`src/rtl/brom_arbiter.sv`:
```
// Boot-ROM read-port arbiter: round-robin between instruction fetch (IF) and
// data load (LD), with range/alignment checking and 1-cycle registered responses.

package config_pkg;
    typedef struct packed {
        int unsigned XLEN;
        logic [63:0] BOOTROM_BASE;
        logic [63:0] BOOTROM_RANGE;
    } config_t;

    localparam config_t DEFAULT_CONFIG = '{
        XLEN:          32,
        BOOTROM_BASE:  64'h0000_0000_8000_0000,
        BOOTROM_RANGE: 64'h0000_0000_0000_1000
    };
endpackage

module brom_arbiter #(
    parameter config_pkg::config_t CONF = config_pkg::DEFAULT_CONFIG,
    parameter int CNT_W = 16,
    localparam int XLEN = int'(CONF.XLEN)
) (
    input  logic             clk,
    input  logic             rst,
    // Handshake rule for every channel below: a transfer happens on a posedge
    // where valid and ready are both high; a valid side holds its payload
    // stable until it sees ready.
    input  logic             if_req_valid,
    output logic             if_req_ready,
    input  logic [XLEN-1:0]  if_req_addr,
    output logic             if_rsp_valid,
    input  logic             if_rsp_ready,
    output logic [XLEN-1:0]  if_rsp_data,
    output logic             if_rsp_err,
    input  logic             ld_req_valid,
    output logic             ld_req_ready,
    input  logic [XLEN-1:0]  ld_req_addr,
    output logic             ld_rsp_valid,
    input  logic             ld_rsp_ready,
    output logic [XLEN-1:0]  ld_rsp_data,
    output logic             ld_rsp_err,
    output logic [XLEN-1:0]  mem_addr,
    input  logic [XLEN-1:0]  mem_data,
    output logic [CNT_W-1:0] conflict_cnt
);

    typedef enum logic {
        GRANT_IF = 1'b0,
        GRANT_LD = 1'b1
    } grant_e;

    // Window bounds carried one bit wider so BASE + RANGE cannot wrap.
    localparam logic [XLEN:0] BASE_X  = {1'b0, CONF.BOOTROM_BASE[XLEN-1:0]};
    localparam logic [XLEN:0] RANGE_X = {1'b0, CONF.BOOTROM_RANGE[XLEN-1:0]};
    localparam logic [XLEN:0] END_X   = BASE_X + RANGE_X;
    localparam logic [CNT_W-1:0] CNT_MAX = {CNT_W{1'b1}};

    grant_e          last_grant;
    logic            if_elig;
    logic            ld_elig;
    logic            both_elig;
    logic            grant_if;
    logic            grant_ld;
    logic [XLEN-1:0] sel_addr;
    logic [XLEN:0]   sel_addr_x;
    logic            fault;
    logic [XLEN-1:0] rd_data;

    // A port may be granted when its response slot is empty or drains now.
    always_comb begin
        if_elig   = if_req_valid && (!if_rsp_valid || if_rsp_ready);
        ld_elig   = ld_req_valid && (!ld_rsp_valid || ld_rsp_ready);
        both_elig = if_elig && ld_elig;
        grant_if  = !rst && if_elig && (!ld_elig || (last_grant == GRANT_LD));
        grant_ld  = !rst && ld_elig && (!if_elig || (last_grant == GRANT_IF));
    end

    assign if_req_ready = grant_if;
    assign ld_req_ready = grant_ld;

    always_comb begin
        sel_addr   = grant_ld ? ld_req_addr : if_req_addr;
        sel_addr_x = {1'b0, sel_addr};
        fault      = (sel_addr_x < BASE_X) || (sel_addr_x >= END_X) ||
                     (sel_addr[1:0] != 2'b00);
        mem_addr   = ((grant_if || grant_ld) && !fault) ? sel_addr : '0;
        // Faulting accesses return zero, never whatever the ROM drives.
        rd_data    = fault ? '0 : mem_data;
    end

    always_ff @(posedge clk) begin
        if (rst) begin
            last_grant   <= GRANT_LD;
            conflict_cnt <= '0;
        end else begin
            if (grant_if) begin
                last_grant <= GRANT_IF;
            end else if (grant_ld) begin
                last_grant <= GRANT_LD;
            end
            if (both_elig && (conflict_cnt != CNT_MAX)) begin
                conflict_cnt <= conflict_cnt + 1'b1;
            end
        end
    end

    always_ff @(posedge clk) begin
        if (rst) begin
            if_rsp_valid <= 1'b0;
            if_rsp_data  <= '0;
            if_rsp_err   <= 1'b0;
        end else if (grant_if) begin
            if_rsp_valid <= 1'b1;
            if_rsp_data  <= rd_data;
            if_rsp_err   <= fault;
        end else if (if_rsp_ready) begin
            if_rsp_valid <= 1'b0;
        end
    end

    always_ff @(posedge clk) begin
        if (rst) begin
            ld_rsp_valid <= 1'b0;
            ld_rsp_data  <= '0;
            ld_rsp_err   <= 1'b0;
        end else if (grant_ld) begin
            ld_rsp_valid <= 1'b1;
            ld_rsp_data  <= rd_data;
            ld_rsp_err   <= fault;
        end else if (ld_rsp_ready) begin
            ld_rsp_valid <= 1'b0;
        end
    end

endmodule

```
`config.mk`:
```
export PLATFORM = sky130hd
export DESIGN_NAME = brom_arbiter
export DESIGN_NICKNAME = d
export VERILOG_FILES = /design/src/rtl/brom_arbiter.sv
export SDC_FILE = /design/constraint.sdc
export NUM_CORES = 1
export LEC_CHECK = 0
export ABC_AREA = 1
export BUFFER_PORTS_ARGS = -buffer_cell sky130_fd_sc_hd__buf_2
export CELL_PAD_IN_SITES_DETAIL_PLACEMENT = 0
export CELL_PAD_IN_SITES_GLOBAL_PLACEMENT = 1
export CORE_ASPECT_RATIO = 1.25
export CORE_MARGIN = 1.5
export CORE_UTILIZATION = 31
export CTS_BUF_LIST = sky130_fd_sc_hd__clkbuf_2
export CTS_CLUSTER_SIZE = 12
export DETAILED_ROUTE_END_ITERATION = 16
export GPL_TIMING_DRIVEN = 0
export PLACE_DENSITY_LB_ADDON = 0.1
export SETUP_SLACK_MARGIN = 0.3
export SLEW_MARGIN = 10
export SYNTH_ARGS = -nofsm -noshare
export SYNTH_HDL_FRONTEND = slang
export SYNTH_SLANG_ARGS = --single-unit
```
`constraint.sdc`:
```
create_clock -name clk -period 3.26 [get_ports clk]
set_input_delay 0.652 -clock clk [delete_from_list [all_inputs] [get_ports clk]]
set_output_delay 0.652 -clock clk [all_outputs]
set_load 0.01 [all_outputs]
```
; ---- Word level (Yosys, flattened, before mapping)
; Index checks and enable logic that the tools add are counted.
[word_totals]
regBits = 85
input_bits = 102
output_inout_bits = 118
[classes]
add_sub_neg = 1
magnitude_cmp = 2
n_eq_ne = 1
muxes = 9
bitwise_logic = 1
reduce_logical = 26
[op_table]
columns = cell, n
row1 = $mux W32, 3
row2 = $ge A32 B32 Y1 const B, 1
row3 = $lt A32 B32 Y1 const B, 1
row4 = $add A16 B1 Y16 const B, 1
row5 = $ne A16 B16 Y1 const B, 1
row6 = $logic_and A1 B1 Y1, 9
row7 = $reduce_bool A2 Y1, 4
row8 = $logic_or A1 B1 Y1, 7
row9 = $logic_not A1 Y1, 6
row10 = $mux W1, 6
row11 = $not A1 Y1, 1

; ---- Depth between registers and ports, before layout
[depth]
word_depth = 13
ltp_mapped = 16
ltp_nobuf = 14

; ---- Worst setup path after synthesis
; No wires, ideal clock.
[synth_timing]
path_kind = input -> output
startpoint = input rst
endpoint = output mem_addr[10]
t_arrival_ns = 2.133
t_required_ns = 2.608
slack_ns = 0.475
cell_stages = 13
path_buffers = 4
path_cell_list = buf_2 nor2_8 nand2_4 buf_6 nand2_1 o21ai_1 nor2_1 nand2_1 nor2_1 buf_4 o211ai_2 buf_6 nor2_2
[synth_between]
elab_chain_len = 10
word_cells_on_any_way = 15
classes_between = order compare: 2 / mux: 2 / reduce/logical: 11
[synth_rtl]
columns = element, line_no
row1 = from (decl), 24  ; input logic rst,
row2 = $logic_not A1 Y1 *, "74, 75"
row3 = $logic_and A1 B1 Y1 (2 in a row), 75  ; grant_ld = !rst && ld_elig && (!if_elig || (last_grant == GRANT_IF));
row4 = $mux W32, 82  ; sel_addr = grant_ld ? ld_req_addr : if_req_addr;
row5 = $lt A32 B32 Y1 / $ge A32 B32 Y1 (equally long branches), 84  ; fault = (sel_addr_x < BASE_X) || (sel_addr_x >= END_X) ||
row6 = $logic_or A1 B1 Y1 (2 in a row), 84
row7 = $logic_not A1 Y1, 86  ; mem_addr = ((grant_if || grant_ld) && !fault) ? sel_addr : '0;
row8 = $logic_and A1 B1 Y1, 86
row9 = $mux W32 *, 86
row10 = to (decl), 42  ; output logic [XLEN-1:0] mem_addr,
; Every way passes the cells marked *; elsewhere a longest branch is shown, timed or not.

; ---- Final worst setup path
[layout_timing]
startpoint = register ld_rsp_valid
endpoint = output mem_addr[9]
[layout_between]
elab_chain_len = 12
word_cells_on_any_way = 18
classes_between = order compare: 2 / mux: 2 / reduce/logical: 14
[layout_rtl]
columns = element, line_no
row1 = from (decl), 38  ; output logic ld_rsp_valid,
row2 = from (signal assigned), 123  ; ld_rsp_valid <= 1'b0;
row3 = from (signal assigned), 127  ; ld_rsp_valid <= 1'b1;
row4 = from (signal assigned), 131  ; ld_rsp_valid <= 1'b0;
row5 = $logic_not A1 Y1 *, 72  ; ld_elig = ld_req_valid && (!ld_rsp_valid || ld_rsp_ready);
row6 = $logic_or A1 B1 Y1 *, 72
row7 = $logic_and A1 B1 Y1 *, 72
row8 = $logic_and A1 B1 Y1 (2 in a row), 75
row9 = $mux W32, 82
row10 = $lt A32 B32 Y1 / $ge A32 B32 Y1 (equally long branches), 84
row11 = $logic_or A1 B1 Y1 (2 in a row), 84
row12 = $logic_not A1 Y1, 86
row13 = $logic_and A1 B1 Y1, 86
row14 = $mux W32 *, 86
; Marks and branches as above.

==> flow_summary.toml <==
[final_layout]
fin_area_um2 = 5840
area_delta_synth_final_pct = 40.5
fin_util_pct = 44.4
final_common_cell = "buf_2"
drive_gt1_share_pct = 35.2
instances_no_fill = 1004
fillers = 1440
layout_common_cells = "200 x buf_2, 110 x nand2_1, 83 x dfxtp_1"
antenna_cells = 0
fin_nets = 931

[synthesis]
synth.avg_cell_area_um2 = 7.12
seq_area_frac_synth_pct = 40.9
synth_top_area_cell = "dfxtp_1"
synth_area_um2 = 4160
synth_cells = 584
synth_top_cell_area_share_pct = 40.9
yosys_warnings = 0
ys_types = 33
ys_top_cells_by_area = "dfxtp_1 41%, nand2_1 10%, nand3_1 8.9%, inv_1 6.8%, o21ai_0 5.1%"
ys_seq_elements = 85

[placement]
placed_cells = 972
hpwl_um = 10300
dp_slack_ns = -0.0278
io_buffers = 197
globalplace.congestion = 0.790
place_area_um2 = 5430

[die]
die-area_um2 = 14100
num_rows = 47
die_w_um = 107
core_area_um2 = 13200
io_pins = 220
die_h_um = 132
initial_core_util_pct = 31.6

[sta]
setup_tns_ns = 0
rsz0062_at_grt = "yes"
fin_crit_ns = 3.15
slew_viol_final = 0
finalWorstSetupSlack_ns = 0.109
worst_slew_pin_slew_ns = 0.633
hold_viol_final = 0
setup_violations = 0
post-route-period-util_pct = 96.7
finalClockSkew_ns = 0.0124
slew_headroom_pct = 57.8
fmax_mhz = 317

[detailed_routing]
drc = 0
initialDrtViolationCount = 179
first_pass_iters = 4
routed_via_density = 4.50
vias = 4514
wl_per_cell_um = 13.2
wirelength_um = 13300
antenna_left = 0

[clocking]
clock_latency_ns = 0.54
root_buffer = "clkbuf_2"
clkTransAtPathRegs_ns = 0.24
cts_buffers = 9
cts_tree = "yes"
cts_sinks = 85
cts_buffer_depth = 2
htreeDepth = 3

[power_and_ir_drop]
power_density_nw_per_um2 = 338
p_leak_nw = 3.04
vdd_drop_max_mv = 0.185

[run_status]
status = "completed"

[global_routing]
grtUsageTotal_pct = 18.6
grt-ovfl-total = 0
grt_start_max_net_pins = 16
antenna_found_initial = 0
grt_pass1_vias = 4295
grt_pass1_wl_um = 21000

[critical_path]
critPathRequiredTime_ns = 2.61
worst-setup-path-type = "flip-flop to output pin"
crit_arrival_ns = 2.50
end_kind = "output pin"
start_kind = "flip-flop"
crit_path_max_fanout = 7

[flow_run]
drv_cap = 0

[hold_path]
min_path_type = "primary input to flip-flop"
-- worst max-delay path, cell delays in order (launching register included) --
cell and delay, ns:
dfxtp_2 0.39, nand2_4 0.08, nand2_4 0.06, nor2_8 0.18, nand2_8 0.10, buf_6 0.14
o21ai_2 0.10, nand2_1 0.06, nor2_1 0.08, nand2_1 0.09, nor2_4 0.12, buf_6 0.12
o211ai_4 0.09, buf_6 0.16, nor2_2 0.07, buf_2 0.13
-- through the flow --
step,hold WS [ns],total power [mW]
2_1_floorplan,0.488,1.27
3_3_place_gp,0.461,1.39
3_5_place_dp,0.467,1.39
4_1_cts,0.253,2.00
5_1_grt,0.235,2.10
6_report,0.326,1.98
-- flip-flops by register name (all words and copies together), names as in the netlist --
name and cells:
ld_rsp_valid 1, last_grant 1, if_rsp_data 32, ld_rsp_err 1, ld_rsp_data 32, conflict_cnt 16, if_rsp_valid 1, if_rsp_err 1
-- synthesized netlist by cell type --
master / n
clkinv_1: 2
nor2_1: 23
buf_2: 8
nand3_1: 74
nand2_4: 1
conb_1: 1
nor3_1: 7
dfxtp_1: 85
xor2_1: 2
nor3b_1: 1
inv_2: 1
nand3_4: 1
a21oi_1: 22
buf_4: 25
o21ai_1: 34
nor4_1: 2
o21ai_0: 42
mux2i_1: 10
nor2_8: 1
and3_1: 1
o211ai_2: 1
inv_1: 75
xnor2_1: 1
nor2_2: 10
nand3b_1: 14
buf_6: 2
clkbuf_1: 16
nand4_1: 3
ha_1: 1
o211ai_1: 1
nand2_2: 3
buf_1: 1
nand2_1: 113
-- what timing repair did --
action	CTS	global route
endpoints found under the setup margin	12	12
hold buffers	0	0
setup buffers	8	4
resized for setup	25	18
gates cloned	3	1
pin swaps	7	17
-- per-layer routing --
| layer | track usage (%) | vias to the layer above | part of all wire [%] |
|---|---|---|---|
| met5 | 0 | - | 0 |
| met4 | 4.67 | 0 | 1.0 |
| met3 | 4.83 | 12 | 5.6 |
| met2 | 34.4 | 118 | 52 |
| met1 | 20.9 | 2049 | 41 |
| li1 | - | 2335 | - |
-- final cells by class --
class	count	area (um2)	area share (%)
timing repair buffer	213	1160	19.9
clock inverter	6	71.3	1.22
tap	171	214	3.66
sequential	85	1700	29.2
clock buffer	10	50.0	0.857
buffer	52	340	5.82
multi-input combinational	389	2000	34.3
inverter	78	298	5.10
-- power by group --
group | total [mW] | switching [mW] | internal, mW
Clock | 0.571 | 0.384 | 0.187
Sequential | 1.07 | 0.0107 | 1.06
Combinational | 0.336 | 0.190 | 0.146
Total | 1.98 | 0.585 | 1.39
-- logic make-up (layout without fill, tap and decap cells) --
logic type               count (synthesis)  in the layout  share of synthesized area (%)
flip-flops                              85             85                           40.9
buffers and inverters                  130            359                           14.6
AO/OA/AOI/OAI                          100            100                           12.3
multiplexers                            10             10                           2.41
other                                    1             21                         0.0902
adder cells (fa/ha/maj)                  1              1                          0.301
AND/OR/NAND/NOR                        254            254                           28.8
XOR/XNOR                                 3              3                          0.632
-- worst paths after layout --
| check | slack, ns | endpoint | startpoint | depth (start not counted) |
|---|---|---|---|---|
| setup reg to reg | 0.98 | conflict_cnt[14]$_SDFFE_PP0P_ | conflict_cnt[0]$_SDFFE_PP0P_ | 14 |
| hold / removal | 0.33 | ld_rsp_data[8]$_SDFFE_PP0N_ | mem_data[8] | 3 |
| hold reg to reg | 0.49 | ld_rsp_data[18]$_SDFFE_PP0N_ | ld_rsp_data[18]$_SDFFE_PP0N_ | 2 |
| setup / recovery | 0.11 | mem_addr[9] | ld_rsp_valid$_SDFFE_PP0P_ | 15 |
(Power assumes the default switching activity.)
